==> src/rtl/dmem_arbiter_pkg.sv <==
// rtl/dmem_arbiter_pkg.sv - shared dmem types: DMType encodings, arbiter states, defaults
package dmem_arbiter_pkg;

  typedef enum logic [2:0] {
    DM_LB  = 3'd0,
    DM_LH  = 3'd1,
    DM_LW  = 3'd2,
    DM_LBU = 3'd3,
    DM_LHU = 3'd4
  } dmtype_e;

  typedef enum logic {
    ARB_IDLE = 1'b0,
    ARB_RESP = 1'b1
  } arb_state_e;

  localparam int unsigned STARVE_LIMIT_DEF = 1024;

endpackage

==> src/rtl/arb_starve_cnt.sv <==
// rtl/arb_starve_cnt.sv - saturating debug wait counter with sticky starvation flag
module arb_starve_cnt
  import dmem_arbiter_pkg::*;
#(
  parameter int unsigned LIMIT = STARVE_LIMIT_DEF
) (
  input  logic clk,
  input  logic rst,
  input  logic req,
  input  logic gnt,
  input  logic clr,
  output logic starve
);

  localparam int W = $clog2(LIMIT + 1);

  logic [W-1:0] cnt;
  logic [W-1:0] cnt_nxt;
  logic         set;

  always_comb begin
    cnt_nxt = cnt;
    if (!req || gnt) begin
      cnt_nxt = '0;
    end else if (cnt != W'(LIMIT)) begin
      cnt_nxt = cnt + 1'b1;
    end
    set = (cnt_nxt == W'(LIMIT));
  end

  // A coincident set beats the clear so a still-starving requester stays flagged
  always_ff @(posedge clk or posedge rst) begin
    if (rst) begin
      cnt    <= '0;
      starve <= 1'b0;
    end else begin
      cnt    <= cnt_nxt;
      starve <= set | (starve & ~clr);
    end
  end

endmodule

==> src/rtl/dmem_arbiter.sv <==
// rtl/dmem_arbiter.sv - dmem port arbiter, CPU has absolute priority over debug/loader
module dmem_arbiter
  import dmem_arbiter_pkg::*;
#(
  parameter int unsigned STARVE_LIMIT = STARVE_LIMIT_DEF
) (
  input  logic        clk,
  input  logic        rst,
  input  logic        cpu_re,
  input  logic        cpu_we,
  input  logic [31:0] cpu_addr,
  input  logic [31:0] cpu_wdata,
  input  logic [2:0]  cpu_dmtype,
  output logic [31:0] cpu_rdata,
  input  logic        dbg_req,
  input  logic        dbg_we,
  input  logic [31:0] dbg_addr,
  input  logic [31:0] dbg_wdata,
  input  logic [2:0]  dbg_dmtype,
  output logic        dbg_gnt,
  output logic        dbg_rvalid,
  output logic [31:0] dbg_rdata,
  output logic        starve,
  input  logic        starve_clr,
  output logic        mem_we,
  output logic [31:0] mem_addr,
  output logic [31:0] mem_wd,
  output logic [2:0]  mem_dmtype,
  input  logic [31:0] mem_rd
);

  arb_state_e state;
  arb_state_e state_nxt;
  logic       cpu_act;

  assign cpu_act    = cpu_re | cpu_we;
  assign cpu_rdata  = mem_rd;
  assign dbg_rvalid = (state == ARB_RESP);

  always_comb begin
    state_nxt  = state;
    dbg_gnt    = 1'b0;
    mem_we     = 1'b0;
    mem_addr   = cpu_addr;
    mem_wd     = cpu_wdata;
    mem_dmtype = cpu_dmtype;
    if (cpu_act) begin
      mem_we = cpu_we;
    end else if (state == ARB_IDLE && dbg_req) begin
      dbg_gnt    = 1'b1;
      mem_we     = dbg_we;
      mem_addr   = dbg_addr;
      mem_wd     = dbg_wdata;
      mem_dmtype = dbg_dmtype;
    end
    if (state == ARB_RESP) begin
      state_nxt = ARB_IDLE;
    end else if (dbg_gnt && !dbg_we) begin
      state_nxt = ARB_RESP;
    end
    // Reset must never let a stray write or grant reach the memory
    if (rst) begin
      dbg_gnt = 1'b0;
      mem_we  = 1'b0;
    end
  end

  always_ff @(posedge clk or posedge rst) begin
    if (rst) begin
      state     <= ARB_IDLE;
      dbg_rdata <= '0;
    end else begin
      state <= state_nxt;
      if (dbg_gnt && !dbg_we) begin
        dbg_rdata <= mem_rd;
      end
    end
  end

  arb_starve_cnt #(
    .LIMIT (STARVE_LIMIT)
  ) u_starve (
    .clk    (clk),
    .rst    (rst),
    .req    (dbg_req),
    .gnt    (dbg_gnt),
    .clr    (starve_clr),
    .starve (starve)
  );

endmodule

==> config.mk <==
export PLATFORM = sky130hd
export DESIGN_NAME = dmem_arbiter
export DESIGN_NICKNAME = d
export VERILOG_FILES = /design/src/rtl/dmem_arbiter_pkg.sv /design/src/rtl/arb_starve_cnt.sv /design/src/rtl/dmem_arbiter.sv
export SDC_FILE = /design/constraint.sdc
export NUM_CORES = 1
export LEC_CHECK = 0
export ABC_AREA = 0
export CAP_MARGIN = 40
export CORE_AREA = 2 2 120 122
export DETAILED_ROUTE_END_ITERATION = 7
export DIE_AREA = 0 0 122 124
export GPL_TIMING_DRIVEN = 0
export SETUP_SLACK_MARGIN = 0.05
export SYNTH_ARGS = -nofsm -noshare
export SYNTH_HDL_FRONTEND = slang
export SYNTH_SLANG_ARGS = --single-unit
==> constraint.sdc <==
create_clock -name clk -period 3.7 [get_ports clk]
set_input_delay 1.11 -clock clk [delete_from_list [all_inputs] [get_ports clk]]
set_output_delay 1.11 -clock clk [all_outputs]
set_load 0.05 [all_outputs]
==> results of run 1 <==
-- cell families after synthesis --
logic type	after synthesis	synth area share [%]
AO/OA/AOI/OAI	18	4.61
XOR/XNOR	6	1.73
adder cells (fa/ha/maj)	2	0.824
buffers and inverters	57	11.4
multiplexers	33	12.2
flip-flops	45	37.1
AND/OR/NAND/NOR	241	32.2
-- cell usage in the layout, fill, tap and decap left out, drive strengths merged, types with 2 or more instances in the layout --
cell type        n
a21oi            8
and2             2
buf             97
clkbuf          32
clkdlybuf4s50  227
dfrtp           45
dlygate4sd2      5
dlymetal6s2s     6
ha               2
inv              6
mux2            32
nand2          204
nand3            3
nand4            2
nor2            14
nor3             4
o21ai            2
o31ai            4
or3              3
or4              2
xnor2            4
xor2             2
-- worst reg2reg max path: stages (launching register included) --
cell and delay, ns:
dfrtp_1 0.46, inv_1 0.11, ha_1 0.16, or4b_1 0.45
o31ai_1 0.35, a21oi_1 0.11, nor4b_1 0.43, a32o_1 0.22
-- routing by layer --
layer,vias up,GRT usage (%),routed length (um)
li1,1883,-,-
met1,1774,20.9,5470
met2,195,34.1,7510
met3,6,5.04,1560
met4,0,2.73,47
met5,-,0,0
-- flip-flops by register name (all words and copies together), names as in the netlist --
signal           flops
dbg_rdata           32
dbg_rvalid           1
u_starve.cnt        11
u_starve.starve      1
-- cells in the mapped netlist (3+ instances only) --
cell type	number	share of area, %
nand2_1	204	25
mux2_2	30	11
dfrtp_1	45	37
or3_1	3	0.62
nor3_1	4	0.66
inv_1	6	0.74
a21oi_1	8	1.3
clkbuf_1	14	1.7
o31ai_1	3	0.74
nor2_1	14	1.7
buf_2	3	0.49
xnor2_1	4	1.2
buf_4	32	7.9
-- layout make-up --
cell class | count | area [sq um] | share of cell area (%)
Buffer | 50 | 393 | 5.99
Clock buffer | 5 | 125 | 1.91
Clock inverter | 3 | 46.3 | 0.706
Inverter | 6 | 22.5 | 0.344
Multi-Input combinational cell | 300 | 1640 | 25.0
Sequential cell | 45 | 1130 | 17.2
Tap cell | 180 | 225 | 3.44
Timing Repair Buffer | 312 | 2980 | 45.4
-- power by group through the flow --
| stage | sequential [mW] | combinational, mW | clock [mW] |
|---|---|---|---|
| final | 0.629 | 1.33 | 0.512 |
| after global routing | 0.644 | 1.39 | 0.545 |
| after CTS | 0.630 | 1.34 | 0.528 |
| after detailed placement | 0.636 | 1.35 | 0 |
| after global placement | 0.631 | 1.34 | 0 |
| after floorplan | 0.933 | 0.471 | 0 |
-- metrics by stage --
stage | utilization, % | setup WS [ns] | hold slack, ns | power [mW]
2_1_floorplan | - | 0.120 | 0.524 | 1.40
3_3_place_gp | 46.6 | -1.45 | 0.472 | 1.97
3_5_place_dp | 46.7 | -1.45 | 0.477 | 1.98
4_1_cts | 47.3 | 0.0564 | 0.492 | 2.49
5_1_grt | 47.8 | 0.0471 | 0.517 | 2.58
6_report | 47.8 | 0.0620 | 0.487 | 2.47
-- timing repair --
item,in CTS,in global routing
setup buffers,3,0
pin swaps,2,0
resized for setup,433,26
endpoints found under the setup margin,72,73
-- path summary, 6_finish.rpt --
path,depth (start not counted),slack [ns],to,start
max,3,0.06,cpu_rdata[11],mem_rd[11]
min,1,0.49,dbg_rdata[21],dbg_rdata[21]
max reg2reg,7,1.34,u_starve.starve,u_starve.cnt[0]
min reg2reg,1,0.49,dbg_rdata[21],dbg_rdata[21]
max in group asynchronous,3,1.97,dbg_rdata[21],rst
min in group asynchronous,2,1.27,u_starve.cnt[6],rst
==> metrics.csv, run 1 <==
metric;value;unit
p_comb_share;53.9;%
finalNonFillerCells;901;
setup_viol;0;
clk_pin_slew_worst_paths;0.06;ns
p_leak;3.11;nW
antenna_found_initial;0;
yosysUniqueCellTypes;37;
drive_above_1_share;26.5;%
cp_slowest_cell;clkdlybuf4s50_1;
worstPathRequired;2.59;ns
finClkSkew;0.00584;ns
detail-route-antenna-nets;0;
synth.net_count;577;
core_area;0.0137;sq mm
crit_path_max_incr_delay;0.79;ns
syn_avg_cell_area;7.56;sq um
grt_pass1_vias;3883;
worstPathArrival;2.53;ns
grt_pass1_wl;21.3;mm
placed_area;0.00641;sq mm
min_period;3.64;ns
gp_congestion;0.833;
seq_area_frac_synth;37.1;%
placed_cells;891;
antenna_cells;0;
cap_violations;0;
power_frac_seq;25.4;%
filler_cell_count;1373;
cts_made_buffers;5;
p_switching;1.05;mW
cpLargestDelayFamily;buffers and inverters;
io_pins;308;
cts_tree;done;
p_sw_share;42.5;%
viasPerCell;4.28;
drv_slew;0;
powerDensity;377;mW/mm^2
vias;3858;
hold_path_class;reg -> reg;
timing.slew.headroom;43.0;%
finalCritPeriodShare;98.3;%
grt_usage;18.1;%
finalHoldViolCount;0;
dieArea;0.0151;sq mm
wl_per_cell;16.2;um
htree_levels;2;
clock_sinks;45;
crit_buf_inv;3;
clock.fmax;0.275;GHz
finalInstanceArea;0.00655;sq mm
grt.overflow.total;0;
dr.pass1.iters;4;
row_count;43;
cp_max_fo;2;
worst_pin_slew;0.845;ns
ir_worst_vdd;0.284;mV
yosys_warnings;0;
die_y;124;um
route.detailed.drc;0;
hpwl;12.1;mm
clk-insertion-delay-late;0.28;ns
synth-seq-cells;45;
status;completed;
synth_edf_count;0;
cts.path.max_buffers;2;
hold_buffers;0;
path_class;in -> out;
fp.dieW;122;um
internal_power;1.42;mW
start_util;22.1;%
crit_path_cell_trace;clkdlybuf4s50_1 > buf_4 > clkdlybuf4s50_1;
grt_setup_unrepaired;true;
areaGrowthSynthToFinish;116;%
cp-start-kind;primary input;
io_buffers;307;
synth_cells;402;
netlist_area;0.00304;sq mm
crit_top_cell;clkdlybuf4s50_1;
ys.flop_type;dfrtp_1;
finalNetCount;895;
grt_max_degree;35;
clock_power_share;20.7;%
drt-total-wl;14.6;mm
tns;0;ns
drt_iter0_markers;229;
cts_root_buf;clkbuf_16;
async_flop_share;100;%
cp-end-kind;output pin;
Note: power is estimated with default switching activity, not from simulation.
==> inputs of run 2 (changes only) <==
- SKIP_LAST_GASP: unset -> 1
==> results of run 2 <==
Same layout as run 1: the final DEF is identical, and so are final timing and power.
